`src/rtl/bcd_display_ctrl_if.sv`:
```
// Bundle of the mode/data inputs and display outputs of bcd_display_ctrl.
// The master drives the mode/data inputs; the slave drives the display outputs.
interface bcd_display_ctrl_if #(
  parameter int unsigned NUM_DIGITS = 5,
  parameter int unsigned LED_WIDTH  = 18
);
  logic [1:0]              modes_in;
  logic [3:0]              bcd_in;
  logic                    spcont_in;
  logic [8*NUM_DIGITS-1:0] seg_out;
  logic [LED_WIDTH-1:0]    pattern_out;
  logic [7:0]              cout_out;
  logic                    tick_out;

  modport master (
    output modes_in, bcd_in, spcont_in,
    input  seg_out, pattern_out, cout_out, tick_out
  );

  modport slave (
    input  modes_in, bcd_in, spcont_in,
    output seg_out, pattern_out, cout_out, tick_out
  );
endinterface

```
`src/rtl/bcd_display_ctrl.sv`:
```
// N-digit BCD up/down/shift-load counter with seven-segment, walking-LED and wrap outputs.
// Optional LEADING_ZERO_BLANK_EN blanks digits above the most significant non-zero digit.
module bcd_display_ctrl #(
  parameter int unsigned NUM_DIGITS     = 5,
  parameter int unsigned LED_WIDTH      = 18,
  parameter int unsigned SLOW_DIV       = 50000000,
  parameter int unsigned FAST_DIV       = 12500000,
  parameter bit          SEG_ACTIVE_LOW = 1'b1
) (
  input logic              clk_clk,
  input logic              reset_reset_n,
  bcd_display_ctrl_if.slave bus
);

  localparam int unsigned MaxDiv = (SLOW_DIV > FAST_DIV) ? SLOW_DIV : FAST_DIV;
  localparam int unsigned PW     = $clog2(MaxDiv);

  function automatic logic [6:0] enc7(input logic [3:0] d);
    logic [6:0] s;
    case (d)
      4'd0:    s = 7'h3F;
      4'd1:    s = 7'h06;
      4'd2:    s = 7'h5B;
      4'd3:    s = 7'h4F;
      4'd4:    s = 7'h66;
      4'd5:    s = 7'h6D;
      4'd6:    s = 7'h7D;
      4'd7:    s = 7'h07;
      4'd8:    s = 7'h7F;
      default: s = 7'h6F;
    endcase
    return s;
  endfunction

  function automatic logic [8*NUM_DIGITS-1:0] seg_image(input logic [NUM_DIGITS-1:0][3:0] dig);
    logic [8*NUM_DIGITS-1:0] img;
    logic [7:0]              b;
`ifdef LEADING_ZERO_BLANK_EN
    logic                    lead;
    lead = 1'b1;
`endif
    img = '0;
    for (int i = NUM_DIGITS - 1; i >= 0; i--) begin
      b = {1'b0, enc7(dig[i])};
`ifdef LEADING_ZERO_BLANK_EN
      if (dig[i] != 4'd0) lead = 1'b0;
      if (lead && (i != 0)) b = 8'h00;
`endif
      img[8*i +: 8] = SEG_ACTIVE_LOW ? ~b : b;
    end
    return img;
  endfunction

  logic [1:0]                 r_mode_s1, r_mode_s2;
  logic [3:0]                 r_bcd_s1, r_bcd_s2;
  logic                       r_sp_s1, r_sp_s2, r_sp_prev;
  logic [PW-1:0]              r_presc;
  logic                       r_tick;
  logic [NUM_DIGITS-1:0][3:0] r_digit;
  logic [8*NUM_DIGITS-1:0]    r_seg;
  logic [LED_WIDTH-1:0]       r_pat;
  logic [7:0]                 r_cout;

  logic [PW-1:0]              w_div_m1;
  logic                       w_sp_chg;
  logic [NUM_DIGITS-1:0][3:0] w_digit_nxt;
  logic [LED_WIDTH-1:0]       w_pat_nxt;
  logic [7:0]                 w_cout_nxt;
  logic                       w_carry;

  assign w_div_m1 = r_sp_s2 ? PW'(FAST_DIV - 1) : PW'(SLOW_DIV - 1);
  assign w_sp_chg = r_sp_s2 ^ r_sp_prev;

  always_ff @(posedge clk_clk or negedge reset_reset_n) begin
    if (!reset_reset_n) begin
      r_mode_s1 <= '0;
      r_mode_s2 <= '0;
      r_bcd_s1  <= '0;
      r_bcd_s2  <= '0;
      r_sp_s1   <= 1'b0;
      r_sp_s2   <= 1'b0;
      r_sp_prev <= 1'b0;
    end else begin
      r_mode_s1 <= bus.modes_in;
      r_mode_s2 <= r_mode_s1;
      r_bcd_s1  <= bus.bcd_in;
      r_bcd_s2  <= r_bcd_s1;
      r_sp_s1   <= bus.spcont_in;
      r_sp_s2   <= r_sp_s1;
      r_sp_prev <= r_sp_s2;
    end
  end

  // A speed change restarts the prescaler so the new period starts cleanly.
  always_ff @(posedge clk_clk or negedge reset_reset_n) begin
    if (!reset_reset_n) begin
      r_presc <= '0;
      r_tick  <= 1'b0;
    end else if (w_sp_chg) begin
      r_presc <= '0;
      r_tick  <= 1'b0;
    end else if (r_presc == w_div_m1) begin
      r_presc <= '0;
      r_tick  <= 1'b1;
    end else begin
      r_presc <= r_presc + PW'(1);
      r_tick  <= 1'b0;
    end
  end

  always_comb begin
    w_digit_nxt = r_digit;
    w_pat_nxt   = r_pat;
    w_cout_nxt  = r_cout;
    w_carry     = 1'b1;
    if (r_tick) begin
      unique case (r_mode_s2)
        2'b00: ;
        2'b01: begin
          for (int i = 0; i < NUM_DIGITS; i++) begin
            if (w_carry) begin
              if (r_digit[i] == 4'd9) begin
                w_digit_nxt[i] = 4'd0;
              end else begin
                w_digit_nxt[i] = r_digit[i] + 4'd1;
                w_carry        = 1'b0;
              end
            end
          end
          if (w_carry) w_cout_nxt = r_cout + 8'd1;
          w_pat_nxt = {r_pat[LED_WIDTH-2:0], r_pat[LED_WIDTH-1]};
        end
        2'b10: begin
          for (int i = 0; i < NUM_DIGITS; i++) begin
            if (w_carry) begin
              if (r_digit[i] == 4'd0) begin
                w_digit_nxt[i] = 4'd9;
              end else begin
                w_digit_nxt[i] = r_digit[i] - 4'd1;
                w_carry        = 1'b0;
              end
            end
          end
          if (w_carry) w_cout_nxt = r_cout + 8'd1;
          w_pat_nxt = {r_pat[0], r_pat[LED_WIDTH-1:1]};
        end
        2'b11: begin
          for (int i = 1; i < NUM_DIGITS; i++) begin
            w_digit_nxt[i] = r_digit[i-1];
          end
          w_digit_nxt[0] = (r_bcd_s2 > 4'd9) ? 4'd9 : r_bcd_s2;
          w_pat_nxt      = ~r_pat;
        end
      endcase
    end
  end

  always_ff @(posedge clk_clk or negedge reset_reset_n) begin
    if (!reset_reset_n) begin
      r_digit <= '0;
      r_seg   <= seg_image('0);
      r_pat   <= LED_WIDTH'(1);
      r_cout  <= '0;
    end else begin
      r_digit <= w_digit_nxt;
      r_seg   <= seg_image(r_digit);
      r_pat   <= w_pat_nxt;
      r_cout  <= w_cout_nxt;
    end
  end

  assign bus.seg_out     = r_seg;
  assign bus.pattern_out = r_pat;
  assign bus.cout_out    = r_cout;
  assign bus.tick_out    = r_tick;

endmodule

```
`src/flat_wrapper.sv`:
```
// flat-port wrapper written by rule: the top's interface ports become plain ports
module bcd_display_ctrl_flat 
#(
  parameter int unsigned NUM_DIGITS     = 5,
  parameter int unsigned LED_WIDTH      = 18,
  parameter int unsigned SLOW_DIV       = 50000000,
  parameter int unsigned FAST_DIV       = 12500000,
  parameter bit          SEG_ACTIVE_LOW = 1'b1
)
  (clk_clk, reset_reset_n, bus_modes_in, bus_bcd_in, bus_spcont_in, bus_seg_out, bus_pattern_out, bus_cout_out, bus_tick_out);
  bcd_display_ctrl_if #(.NUM_DIGITS(NUM_DIGITS), .LED_WIDTH(LED_WIDTH)) bus_i ();
  input logic clk_clk;
  input logic reset_reset_n;
  input wire logic [$bits(bus_i.modes_in)-1:0] bus_modes_in;
  input wire logic [$bits(bus_i.bcd_in)-1:0] bus_bcd_in;
  input wire logic [$bits(bus_i.spcont_in)-1:0] bus_spcont_in;
  output wire logic [$bits(bus_i.seg_out)-1:0] bus_seg_out;
  output wire logic [$bits(bus_i.pattern_out)-1:0] bus_pattern_out;
  output wire logic [$bits(bus_i.cout_out)-1:0] bus_cout_out;
  output wire logic [$bits(bus_i.tick_out)-1:0] bus_tick_out;
  assign bus_i.modes_in = bus_modes_in;
  assign bus_i.bcd_in = bus_bcd_in;
  assign bus_i.spcont_in = bus_spcont_in;
  assign bus_seg_out = bus_i.seg_out;
  assign bus_pattern_out = bus_i.pattern_out;
  assign bus_cout_out = bus_i.cout_out;
  assign bus_tick_out = bus_i.tick_out;
  bcd_display_ctrl #(.NUM_DIGITS(NUM_DIGITS), .LED_WIDTH(LED_WIDTH), .SLOW_DIV(SLOW_DIV), .FAST_DIV(FAST_DIV), .SEG_ACTIVE_LOW(SEG_ACTIVE_LOW)) u_core (.clk_clk(clk_clk), .reset_reset_n(reset_reset_n), .bus(bus_i));
endmodule
```
`config.mk`:
```
export PLATFORM = sky130hd
export DESIGN_NAME = bcd_display_ctrl_flat
export DESIGN_NICKNAME = d
export VERILOG_FILES = /design/src/rtl/bcd_display_ctrl_if.sv /design/src/rtl/bcd_display_ctrl.sv /design/src/flat_wrapper.sv
export SDC_FILE = /design/constraint.sdc
export NUM_CORES = 1
export LEC_CHECK = 0
export ABC_AREA = 1
export BUFFER_PORTS_ARGS = -buffer_cell sky130_fd_sc_hd__buf_4
export CAP_MARGIN = 20
export CORE_MARGIN = 2
export CORE_UTILIZATION = 40
export CTS_CLUSTER_DIAMETER = 200
export DETAILED_ROUTE_END_ITERATION = 8
export GPL_ROUTABILITY_DRIVEN = 0
export HOLD_SLACK_MARGIN = 0.12
export REMOVE_ABC_BUFFERS = 1
export SLEW_MARGIN = 20
export SYNTH_ARGS = -nofsm -noshare
export SYNTH_HDL_FRONTEND = slang
export SYNTH_SLANG_ARGS = --single-unit
```
`constraint.sdc`:
```
create_clock -name clk_clk -period 2.9 [get_ports clk_clk]
set_clock_uncertainty 0.2 [all_clocks]
set_input_delay 0.29 -clock clk_clk [delete_from_list [all_inputs] [get_ports clk_clk]]
set_output_delay 0.29 -clock clk_clk [all_outputs]
set_load 0.01 [all_outputs]
```
### Yosys cells after proc, flatten, opt, wreduce, memory -nomap -nowiden

Memory sizes are Yosys's and may differ from the RTL's.
Index checks and enable logic that the tools add are counted.

* bits in registers: 128
* ROM bits: 560
* memories kept: 5

Memory list
* (name not given): depth 16, width 7, rd ports 1, clocked after Yosys merged registers in 0, wr ports 0, line bcd_display_ctrl.sv:20 `case (d)`
* (name not given): depth 16, width 7, rd ports 1, clocked after Yosys merged registers in 0, wr ports 0, line bcd_display_ctrl.sv:20
* (name not given): depth 16, width 7, rd ports 1, clocked after Yosys merged registers in 0, wr ports 0, line bcd_display_ctrl.sv:20
* (name not given): depth 16, width 7, rd ports 1, clocked after Yosys merged registers in 0, wr ports 0, line bcd_display_ctrl.sv:20
* (name not given): depth 16, width 7, rd ports 1, clocked after Yosys merged registers in 0, wr ports 0, line bcd_display_ctrl.sv:20

* $add $sub $neg: 12
* magnitude comparators: 1
* equal/unequal tests: 19
* mux-type cells: 67
* bitwise operators: 7
* reductions and logical operators: 13

Operator list (number)
* 2-to-1 mux 26 bit: 3
* 2-to-1 mux 4 bit: 19
* case mux 20 bit (3 select lines): 1
* case mux 18 bit (3 select lines): 1
* 2-to-1 mux 1 bit: 40
* inverter 7 -> 8 bit: 5
* adder 26 x 1 -> 26 bit, second input constant: 1
* == test 26 bit: 1
* adder 4 x 1 -> 4 bit, second input constant: 5
* == test 4 bit, second input constant: 5
* zero test 4 bit: 5
* AND reduction 4 bit: 5
* subtractor 4 x 1 -> 4 bit, second input constant: 5
* inverter 18 bit: 1
* 2-to-1 mux 8 bit: 2
* inequality test 2 bit, second input constant: 8
* case mux 8 bit (2 select lines): 1
* adder 8 x 1 -> 8 bit, second input constant: 1
* == test 2 bit, second input constant: 2
* greater-than comparator 4 bit, second input constant: 1
* inequality test 2 x 1 -> 1 bit, second input constant: 2
* nonzero test 3 bit: 1
* == test 2 x 1 -> 1 bit, second input constant: 1
* AND reduction 2 bit: 1
* other kinds (2): 2

### Logic depth before layout (Yosys ltp)

Gate-level depths: netlist of run 1.

* depth after elaboration: 18
* gate-level depth with buffers: 12

### Worst setup path after synthesis of run 1

OpenSTA, ideal clock, no wires.

* kind: reg-to-reg
* start: register u_core.r_digit[0] (netlist bit)
* end: register u_core.r_cout[5] (netlist: u_core.bus.cout_out[5])
* library setup time: 122 ps
* data arrival time: 1686 ps
* data required time: 2578 ps
* setup slack: 892 ps
* stages on the path, launching flop included: 13
* clock period less this slack: 2008 ps
* path through: dfrtp_1 inv_1 ha_1 inv_1 nor2_8 nand2_2 nand2_2 nand2_1 nor2_4 nand3_4 buf_6 nand2_2 o21ai_2

* cells in the longest elaborated chain, start to end: 18
* elaborated cells on any way between the ends: 35
* those cells by class: eq/ne (3); mux (30); reduce/logical (2)

Ends and longest elaborated chain
* start: declaration: line bcd_display_ctrl.sv:59 `logic [NUM_DIGITS-1:0][3:0] r_digit;`
* start signal: assignment: line bcd_display_ctrl.sv:165 `r_digit <= w_digit_nxt;`
* == test 4 bit / zero test 4 bit (equally long branches): line bcd_display_ctrl.sv:122, bcd_display_ctrl.sv:136
* 2-to-1 mux 1 bit (on tied branches): line bcd_display_ctrl.sv:122, bcd_display_ctrl.sv:136
* 2-to-1 mux 1 bit: line bcd_display_ctrl.sv:117 `unique case (r_mode_s2)`
* 2-to-1 mux 1 bit: line bcd_display_ctrl.sv:116 `if (r_tick) begin`
* 2-to-1 mux 1 bit (on tied branches): line bcd_display_ctrl.sv:121, bcd_display_ctrl.sv:135
* 2-to-1 mux 1 bit: line bcd_display_ctrl.sv:117
* 2-to-1 mux 1 bit: line bcd_display_ctrl.sv:116
* 2-to-1 mux 1 bit (on tied branches): line bcd_display_ctrl.sv:121, bcd_display_ctrl.sv:135
* (+2 left out)
* 2-to-1 mux 1 bit (on tied branches): line bcd_display_ctrl.sv:121, bcd_display_ctrl.sv:135
* 2-to-1 mux 1 bit: line bcd_display_ctrl.sv:117
* 2-to-1 mux 1 bit: line bcd_display_ctrl.sv:116
* 2-to-1 mux 1 bit (on tied branches): line bcd_display_ctrl.sv:121, bcd_display_ctrl.sv:135
* 2-to-1 mux 1 bit: line bcd_display_ctrl.sv:117
* 2-to-1 mux 1 bit: line bcd_display_ctrl.sv:116
* inequality test 2 x 1 -> 1 bit (no source line)
* AND reduction 4 bit (no source line) *
* end signal: assignment: line bcd_display_ctrl.sv:168 `r_cout <= w_cout_nxt;`
* end: declaration: line bcd_display_ctrl.sv:62 `logic [7:0] r_cout;`

Every way passes the cells marked *; elsewhere a longest branch is shown, timed or not. The select of a mux whose other input is x is not followed.
A chain may end at the register's enable or synchronous reset.

### Worst setup path in the final report of run 1

* start: register u_core.r_digit[1] (netlist bit)
* end: register u_core.r_cout[4] (netlist: u_core.bus.cout_out[4])

The elaborated chain is that of the path after synthesis.

==> summary.md, run 1 <==
| Metric | Value |
|---|---|
| Drt total wl | `between 15 and 20 mm` |
| Number of global-route vias before repair | `5592` |
| Post-CTS setup buffer count | `0` |
| Startpoint Class | `flip-flop` |
| Layout area overhead | `19.6%` |
| Rows | `48` |
| Leakage Power | `approximately 4 nW` |
| Setup tns final | `0 ps` |
| Pre-antenna DRT Iters | `5` |
| Mapped Area | `7100 sq um` |
| Final setup vio count | `0` |
| Most frequent cells in the layout | `nand2_1 (222), dfrtp_1 (117), nor2_1 (108)` |
| Antenna violations before repair | `0` |
| Number of vias per cell | `4.97` |
| Max Slew Vio Count | `0` |
| Antenna viol nets, final | `0` |
| Top sig layer | `met4` |
| Port bufs | `70` |
| CP Max Fanout | `15` |
| Final Hold Fails | `0` |
| Met2 wire len | `7.09 mm` |
| I/O pins | `between 70 and 80` |
| All-layer global routing usage | `a little under a fifth` |
| Register bit count reported by yosys | `about 120` |
| Final period utilization | `82.6%` |
| Final Util | `49.0%` |
| Post-CTS Hold Fix Bufs | `8` |
| HPWL after DPL | `12.0 mm` |
| Antenna cells | `0` |
| Final Total Pwr | `about 0.004 W` |
| Gr ovfl total | `0` |
| DIE HEIGHT | `137 microns` |
| Worst EP required | `3000 ps` |
| Hold Path Class | `reg2reg` |
| Worst-path clk slew | `~50 ps` |
| Seq/Total Area, Yosys | `between 40% and 50%` |
| Met1 wire length | `8.43 mm` |
| Syn Inst Count | `894` |
| Root Driver | `clkbuf_16` |
| Clock latency on the worst-skew pair | `420 ps` |
| Drt drc | `0` |
| Post-CTS sizing | `0` |
| WP data arrival | `2500 ps` |
| Slew headroom | `60.0%` |
| Largest net degree at the start of global routing | `54` |
| CTS tree | `yes` |
| RSZ-0062 raised after global routing | `no` |
| Post-synthesis cell type count | `42` |
| Post-layout nets | `1033` |
| Initial Utilization | `40.9%` |
| Total number of vias | `roughly 6000` |
| Multi-input logic area | `3480 sq um` |
| Kind of critical path | `reg2reg` |
| FF/Latch Area | `around 3000 sq um` |
| Most common cell after layout, fill and taps aside | `nand2_1` |
| Post-synthesis average cell area | `7.95 sq um` |
| Non-Filler Instances | `1216` |
| Cell total after placement | `approximately 1200` |
| CTS H-Tree Depth | `4` |
| First-pass GRT wire length | `28.0 mm` |
| Slew @ Worst Pin | `599 ps` |
| Iter 0 DRT Violations | `548` |
| Die Area | `18800 sq um` |
| Status | `complete, no violations` |
| CTS buffer count | `17` |
| Average wire per standard cell | `13.7 microns` |
| # Max-Cap Violations | `0` |
| Tmin final | `2400 ps` |
| Power Dens Cells | `471 nW/um^2` |
| Fillers | `1688` |
| Fmax | `roughly 420 MHz` |
| Fraction of final layout cells sized beyond drive strength 1 | `15.9%` |
| Peak supply drop | `410 uV` |
| CTS Buffer Depth | `2` |
| Synth warnings | `0` |
| Overall die width | `137 microns` |
| Core Footprint | `roughly 17000 sq um` |
| Met3 Wirelength | `845 microns` |
| Worst setup EP type | `flip-flop` |
| CTS Sinks | `approximately 120` |
-- metrics by stage --
step	setup slack, ps	instance area, sq um	hold slack [ps]
after floorplan	366	6930	-206
after global placement	553	7840	131
after detailed placement	535	7840	136
after CTS	515	8500	148
after global routing	293	8500	151
final	503	8500	146
-- synth_stat cells, drive strengths merged --
library cell,n,share of area (%)
conb,1,0.053
a31oi,2,0.18
nand3,52,4.1
nor3,9,0.63
o221ai,8,0.99
nand2,232,13
inv,94,5.0
o21ai,72,5.4
a32oi,1,0.12
clkinv,3,0.18
nor2,120,7.2
nand4,14,1.2
a22o,1,0.12
nor3b,1,0.11
dfstp,6,2.2
and3,1,0.088
a21oi,41,2.9
or2,4,0.35
clkbuf,9,0.49
buf,19,2.1
ha,46,8.1
xor2,13,1.6
o22ai,10,0.88
o211ai,6,0.63
dfrtp,117,41
xnor2,12,1.5
-- cells by family after synthesis --
kind of cell | share of synthesized area, %
AOI/OAI and AO/OA | 11.3
DFF | 43.4
and+or+nand+nor | 26.2
other | 0.0528
buffers and inverters | 7.82
xor gates and xnor gates | 3.08
adders and majority gates | 8.10
-- layout make-up --
class / count / area share (%)
multi-input cells: 650 / 40.9
clock buffers: 25 / 5.83
repair buffers: 89 / 8.24
well taps: 225 / 3.31
inverters: 97 / 4.36
flip-flops and latches: 123 / 36.3
clock inverters: 7 / 1.03
-- power by group --
part           switching (W)  leakage (nW)  internal (W)
Combinational       0.000127          2.13     0.0000568
Sequential        0.00000962          1.66       0.00174
Clock               0.000724         0.287       0.00135
Total               0.000861          4.08       0.00314
-- path summary, 6_finish.rpt --
path | start | end | slack [ps] | depth (start not counted)
max | u_core.r_digit[1] | u_core.bus.cout_out[4] | 500 | 11
min | u_core.r_bcd_s1[3] | u_core.r_bcd_s2[3] | 150 | 0
max reg2reg | u_core.r_digit[1] | u_core.bus.cout_out[4] | 500 | 11
min reg2reg | u_core.r_bcd_s1[3] | u_core.r_bcd_s2[3] | 150 | 0
max in group asynchronous | reset_reset_n | u_core.r_presc[25] | 1500 | 3
min in group asynchronous | reset_reset_n | u_core.r_digit[0] | 220 | 2
-- routing by layer --
layer / GRT usage (%) / vias to the layer above
met5: 0 / -
met4: 7.27 / 0
met3: 3.79 / 21
met2: 27.4 / 181
met1: 27.8 / 2801
li1: - / 3042
-- state kept, by name, indices dropped and copies added, names as in the netlist --
register / flops
u_core.bus.seg_out: 35
u_core.r_presc: 26
u_core.r_digit: 20
u_core.bus.pattern_out: 18
u_core.bus.cout_out: 8
u_core.r_bcd_s1: 4
u_core.r_bcd_s2: 4
u_core.r_mode_s1: 2
u_core.r_mode_s2: 2
u_core.bus.tick_out: 1
u_core.r_sp_prev: 1
u_core.r_sp_s1: 1
u_core.r_sp_s2: 1
-- worst max-delay path, stage by stage, from the launching register on --
cell and delay (ps):
dfrtp_1 490, inv_1 240, ha_1 220, inv_1 100
nor2_8 110, nand2_2 90, nand2_2 100, nand2_1 110
nor2_4 200, nand3_4 230, nand2_1 140, o21ai_2 60
(Power assumes the default switching activity.)
==> inputs of run 2 (changes only) <==
ABC_AREA = 0   (was 1)
clock period = 2.4 ns   (was 2.9 ns; I/O delays follow)
==> run 2 against run 1 <==
Sequential share of layout area is 0.32 points lower; via count is 11% lower; highest routed layer unchanged; wire length is 7.4% lower; maximum frequency is 3.9% higher; critical path depth is 3 lower; non-clock buffer count is 58 higher; core utilization is 3.3 points higher; final cell count is 14% lower; largest cell class unchanged; sequential power is 21% higher; global-route usage is 0.93 points lower; clock-buffer cell count is 7 lower; synthesized cell count is 24% lower.
==> summary.md, run 2 <==
| Metric | Value |
|---|---|
| Met1 usage | `24.0% (-3.9 points)` |
| Layout area overhead | `28.8%` |
| Sw Ratio | `23.2% (+1.7 points)` |
| I/O pins | `76 (unchanged)` |
| Busiest grt layer | `met2` |
| Fmax | `433 MHz (+3.9%)` |
| Top-count cell post-synth | `dfrtp_1` |
| Drt drc | `0 (unchanged)` |
| R2R Path End | `u_core.r_digit[17]` |
| Gr ovfl total | `0 (unchanged)` |
| Yosys top cell by area | `dfrtp_1` |
| Dominant cells by area after synthesis | `dfrtp_1 (44%), ha_1 (8.6%), nor2_1 (4.5%)` |
| CTS H-Tree Depth | `4 (unchanged)` |
| Most frequent cells in the layout | `buf_4 (134), dfrtp_1 (117), nor2_1 (78)` |
| Peak supply drop | `434 uV (+5.8%)` |
| Number of vias per cell | `5.18 (+4.3%)` |
| Worst EP required | `2510 ps (-490 ps)` |
| Drt total wl | `15.4 mm (-7.4%)` |
| Synth warnings | `0 (unchanged)` |
| First-pass GRT wire length | `25.6 mm (-8.7%)` |
| Number of global-route vias before repair | `5274 (-5.7%)` |
| Max reg flops | `35 (unchanged)` |
| Sequential Power Share | `43.2% (-0.4 points)` |
| Share of the synthesized area in the top cell type | `44.0% (+2.8 points)` |
| Top post-synthesis cells by count | `dfrtp_1 (117), nor2_1 (79), nand2_1 (52)` |
| R2r setup slk | `90 ps (-410 ps)` |
| Post-synthesis cell type count | `71 (+69%)` |
| Critical path's slowest cell | `or3b_4` |
| Worst setup EP type | `flip-flop` |
| CTS Sinks | `123 (unchanged)` |
| Worst hold slack | `146 ps (-0.389 ps)` |
| Initial Utilization | `40.6% (-0.37 points)` |
| Crit-path cells | `inv_1 > ha_2 > or3b_4 > o21ai_4 > nand4_4 > buf_4 > nor2_4 > mux2_2` |
| Primary FF master, synth | `dfrtp_1` |
| Antenna viol nets, final | `0 (unchanged)` |
| Post-synth EDFFs | `0 (unchanged)` |
| Multi-input logic area | `3360 sq um (-3.4%)` |
| Part of the power in the clock network | `51.4% (-0.4 points)` |
| Fraction of final layout cells sized beyond drive strength 1 | `25.3% (+9.3 points)` |
| Mapped Area | `6650 sq um (-6.3%)` |
| Final period utilization | `96.2% (+14 points)` |
| Leakage Power | `4.00 nW (-1.7%)` |
| HPWL after DPL | `10.8 mm (-9.3%)` |
| Slew headroom | `56.7% (-3.3 points)` |
| Worst-path clk slew | `60 ps (about the same)` |
| Die Area | `17700 sq um (-6.1%)` |
| Global-route track usage on met3 | `4.56% (+0.77 points)` |
| Total number of vias | `5407 (-11%)` |
| Antenna cells | `0 (unchanged)` |
| Final setup vio count | `0 (unchanged)` |
| Final Total Pwr | `0.00488 W (+22%)` |
| Met2 Use GR | `28.3% (+0.85 points)` |
| Kind of critical path | `reg2reg` |
| Post-synth ARST share | `100% (unchanged)` |
| Root Driver | `clkbuf_16` |
| WP data arrival | `2410 ps (-90 ps)` |
| Reg2reg path depth | `8 (-3)` |
| Hold Path Class | `reg2reg` |
| Syn Inst Count | `677 (-24%)` |
| Clock latency on the worst-skew pair | `430 ps (about the same)` |
| Pre-antenna DRT Iters | `5 (unchanged)` |
| Rows | `47 (-2.1%)` |
| Final Hold Fails | `0 (unchanged)` |
| Antenna violations before repair | `0 (unchanged)` |
| CP Launch Point | `u_core.r_digit[4]` |
| Post-synthesis average cell area | `9.83 sq um (+24%)` |
| CP endpoint | `u_core.r_digit[17]` |
| Reg-to-reg startpoint | `u_core.r_digit[4]` |
| FF/Latch Area | `3090 sq um (unchanged)` |
| Power Dens Cells | `570 nW/um^2 (+21%)` |
| CTS buffer count | `17 (unchanged)` |
| Psw | `0.00113 W (+32%)` |
| Port bufs | `70 (unchanged)` |
| Register bit count reported by yosys | `123 (unchanged)` |
| Fillers | `1476 (-13%)` |
| CP Max Fanout | `4 (-11)` |
| CP max stage delay | `400 ps (-90 ps)` |
| Startpoint Class | `flip-flop` |
| CTS Buffer Depth | `2 (unchanged)` |
| Most common cell after layout, fill and taps aside | `buf_4` |
| Tmin final | `2310 ps (-89.2 ps)` |
| Overall die width | `133 microns (-3.1%)` |
| Comb pwr share | `5.4% (+0.8 points)` |
| Post-layout nets | `865 (-16%)` |
| Seq/Total Area, Yosys | `46.4% (+2.9 points)` |
| Slew @ Worst Pin | `649 ps (+49.9 ps)` |
| Status | `complete, no violations` |
| # Max-Cap Violations | `0 (unchanged)` |
| CTS tree | `yes` |
| Pint | `0.00375 W (+19%)` |
| Largest net degree at the start of global routing | `45 (-17%)` |
| DIE HEIGHT | `133 microns (-3.1%)` |
| Iter 0 DRT Violations | `415 (-24%)` |
| Max Slew Vio Count | `0 (unchanged)` |
| All-layer global routing usage | `18.0% (-0.93 points)` |
| Average wire per standard cell | `14.8 microns (+8.0%)` |
| Core Footprint | `16400 sq um (-5.5%)` |
-- run 2: critical path: cells and delay by family (launching register included) --
family,cells,cell delay (ps)
AND/OR/NAND/NOR,3,640
flip-flops,1,370
multiplexers,1,350
buffers and inverters,2,250
adder cells (fa/ha/maj),1,200
AO/OA/AOI/OAI,1,170
-- run 2: kinds of logic after synthesis --
family / share of synthesized area (%)
adders and majority gates: 8.65
buffers and inverters: 4.19
muxes: 1.28
xor gates and xnor gates: 4.61
AOI/OAI and AO/OA: 14.8
DFF: 46.4
and+or+nand+nor: 20.0
other: 0.0564
-- run 2: area by class of cell --
type	count	area share, %
inverters	25	1.09
repair buffers	147	13.7
multi-input cells	496	39.2
flip-flops and latches	123	36.0
clock inverters	14	1.72
well taps	220	3.21
clock buffers	18	5.12
-- run 2: per-stage QoR --
stage	std cells	area [sq um]	setup TNS, ps	util [%]	setup slack [ps]
4_1_cts	1042	8500	0	51.8	16.5
2_1_floorplan	644	6480	-11350	-	-607
5_1_grt	1043	8570	-62.1	52.3	-41.7
3_5_place_dp	1002	7830	0	47.7	6.48
3_3_place_gp	1002	7830	0	47.7	41.5
6_report	1043	8570	0	52.3	92.4
-- run 2: timing repair --
item	4_1_cts	5_1_grt
hold buffers	8	0
hold endpoints to repair	80	0
buffers inserted	0	1
pin swaps	0	0
setup endpoints to repair	1	18
resized for setup	1	14
-- run 2: how the worst min path moves through the flow --
stage / start / endpoint / slack, ps / depth (start not counted)
CTS: u_core.r_bcd_s1[0] / u_core.r_bcd_s2[0] / 150 / 0
detailed placement: reset_reset_n / u_core.bus.seg_out[27] / 100 / 1
floorplan: reset_reset_n / u_core.bus.cout_out[0] / -260 / 0
finish: u_core.r_sp_s1 / u_core.r_sp_s2 / 150 / 0
global route: u_core.r_mode_s1[0] / u_core.r_mode_s2[0] / 150 / 0
global placement: reset_reset_n / u_core.r_digit[19] / 90 / 1
-- run 2: power groups by stage --
stage	logic [W]	clock network (W)	registers, W
detailed placement	0.000245	0	0.00215
global route	0.000291	0.00267	0.00211
global placement	0.000238	0	0.00215
CTS	0.000257	0.00256	0.00211
floorplan	0.000109	0	0.00214
finish	0.000261	0.00251	0.00211
-- run 2: routing by layer --
layer | part of all wire, % | wire length, microns
met5 | 0 | 0
met4 | 1.8 | 280
met2 | 47 | 7320
met1 | 47 | 7180
met3 | 4.3 | 659
==> inputs of run 3 (changes only) <==
CTS_CLUSTER_SIZE = 12   (was default)
GPL_TIMING_DRIVEN = 0   (was default)
==> run 3 against run 2 <==
The flow now finishes with violations (negative setup slack); highest routed layer unchanged; critical path type unchanged; register-to-register slack worse by 110 ps; setup slack worse by 110 ps; clock power up 10%; sequential power about the same; via count down 1.2%; core utilization down 0.20 points; cell area down 0.38%; sequential share of layout area up 0.33 points.
==> summary.md, run 3 (same netlist as run 2, synthesis figures left out) <==
| Metric | Value |
|---|---|
| Status | `complete, but fails checks` |
| Failing checks | `negative setup slack` |
| I/O pins | `76 (unchanged)` |
| CP max stage delay | `420 ps (+20 ps)` |
| Non-Filler Instances | `1007 (-3.5%)` |
| Critical path's slowest cell | `dfrtp_2` |
| Worst setup EP type | `flip-flop` |
| Antenna cells | `0 (unchanged)` |
| Crit-path cells | `inv_4 > ha_4 > or3b_4 > o21ai_4 > buf_6 > nand4_1 > buf_4 > mux2_2` |
| Fillers | `1448 (-1.9%)` |
| Clock latency on the worst-skew pair | `430 ps (about the same)` |
| Leakage Power | `3.87 nW (-3.3%)` |
| Slew headroom | `55.6% (-1.1 points)` |
| Setup tns final | `-14.9 ps (-14.9 ps)` |
| Worst-path clk slew | `60 ps (about the same)` |
| CTS buffer count | `17 (unchanged)` |
| Largest net degree at the start of global routing | `66 (+47%)` |
| Final Hold Fails | `0 (unchanged)` |
| Kind of critical path | `reg2reg` |
| Drt total wl | `15.4 mm (about the same)` |
| Max reg flops | `35 (unchanged)` |
| Total number of vias | `5343 (-1.2%)` |
| CP top delay family | `simple AND/OR/NAND/NOR gates` |
| Multi-input logic area | `3510 sq um (+4.6%)` |
| # Max-Cap Violations | `0 (unchanged)` |
| Critical path buffer and inverter count | `3 (+1)` |
| Iter 0 DRT Violations | `418 (+0.72%)` |
| Most common cell after layout, fill and taps aside | `dfrtp_1` |
| Startpoint Class | `flip-flop` |
| Cell total after placement | `936 (-6.6%)` |
| First-pass GRT wire length | `25.4 mm (-0.73%)` |
| Final Total Pwr | `0.00514 W (+5.3%)` |
| WP data arrival | `2530 ps (+120 ps)` |
| Pre-antenna DRT Iters | `5 (unchanged)` |
| CTS H-Tree Depth | `4 (unchanged)` |
| HPWL after DPL | `9.42 mm (-13%)` |
| Core Footprint | `16400 sq um (unchanged)` |
| Gr ovfl total | `0 (unchanged)` |
| Final period utilization | `101% (+4.5 points)` |
| Worst EP required | `2510 ps (about the same)` |
| Port bufs | `70 (unchanged)` |
| CP Launch Point | `u_core.r_digit[1]` |
| Drt drc | `0 (unchanged)` |
| Final setup vio count | `1 (+1)` |
| CTS Sinks | `123 (unchanged)` |
| CP Max Fanout | `5 (+1)` |
| RSZ-0062 raised after global routing | `yes` |
| Max Slew Vio Count | `0 (unchanged)` |
| Power Dens Cells | `602 nW/um^2 (+5.7%)` |
| Rows | `47 (unchanged)` |
| PnR worst setup slack | `-14.9 ps (-107 ps)` |
| Fmax | `414 MHz (-4.4%)` |
| Average wire per standard cell | `15.3 microns (+3.6%)` |
| Tmin final | `2410 ps (+107 ps)` |
| Overall die width | `133 microns (unchanged)` |
| Antenna violations before repair | `0 (unchanged)` |
| Most frequent cells in the layout | `dfrtp_1 (104), buf_4 (93), nor2_1 (78)` |
| Slew @ Worst Pin | `665 ps (+15.9 ps)` |
| Fraction of final layout cells sized beyond drive strength 1 | `26.3% (+1.0 points)` |
| CTS tree | `yes` |
| Worst hold slack | `142 ps (-3.85 ps)` |
| Reg-to-reg startpoint | `u_core.r_digit[1]` |
| Die Area | `17700 sq um (unchanged)` |
| DIE HEIGHT | `133 microns (unchanged)` |
| Peak supply drop | `606 uV (+40%)` |
| FF/Latch Area | `3100 sq um (+0.53%)` |
| Root Driver | `clkbuf_16` |
| CTS Buffer Depth | `2 (unchanged)` |
| Number of vias per cell | `5.31 (+2.3%)` |
| Hold Path Class | `in2async` |
| Layout area overhead | `28.4%` |
| All-layer global routing usage | `17.9% (-0.12 points)` |
| Initial Utilization | `40.6% (unchanged)` |
| Number of global-route vias before repair | `5039 (-4.5%)` |
| Antenna viol nets, final | `0 (unchanged)` |
| Post-layout nets | `829 (-4.2%)` |
==> run 3: cell type report <==
cell class,count,area share [%]
timing repair buffer,109,10.7
multi-input combinational,498,41.1
clock buffer,17,4.98
inverter,25,1.23
sequential,123,36.3
clock inverter,15,2.46
tap,220,3.22
==> run 3: report_power, final <==
group / total, W / switching, W / internal (W)
clock network: 0.00276 / 0.00101 / 0.00175
registers: 0.00211 / 0.0000175 / 0.00210
logic: 0.000266 / 0.000165 / 0.000101
==> run 3: per-stage QoR <==
step	area, sq um	setup WS, ps	util (%)
final	8540	-14.9	52.1
after detailed placement	7360	-761	44.8
after global routing	8540	-98.6	52.1
after floorplan	6480	-607	-
after global placement	7280	-1800	44.4
after CTS	8360	0.169	50.9
==> run 3: worst paths after layout <==
| path | slack [ps] | end | depth (start not counted) |
|---|---|---|---|
| hold / removal | 140 | u_core.bus.cout_out[5] | 2 |
| setup / recovery | -10 | u_core.r_digit[15] | 8 |
| hold reg to reg | 150 | u_core.r_bcd_s2[0] | 0 |
| setup reg to reg | -10 | u_core.r_digit[15] | 8 |
| max in group asynchronous | 1100 | u_core.bus.seg_out[6] | 3 |
| min in group clk_clk | 150 | u_core.r_bcd_s2[0] | 0 |
==> run 3: timing repair <==
item,4_1_cts,5_1_grt
gates cloned,1,1
setup endpoints to repair,28,36
buffers inserted,14,15
pin swaps,8,15
resized for setup,47,18
hold buffers,8,0
endpoints found under the hold margin,125,0
==> run 3: layer usage <==
layer | track usage, % | up-vias | share of wire (%)
met5 | 0 | - | 0
met4 | 6.45 | 0 | 1.7
met3 | 4.41 | 25 | 4.9
met2 | 28.2 | 149 | 48
met1 | 24.1 | 2597 | 46
li1 | - | 2572 | -
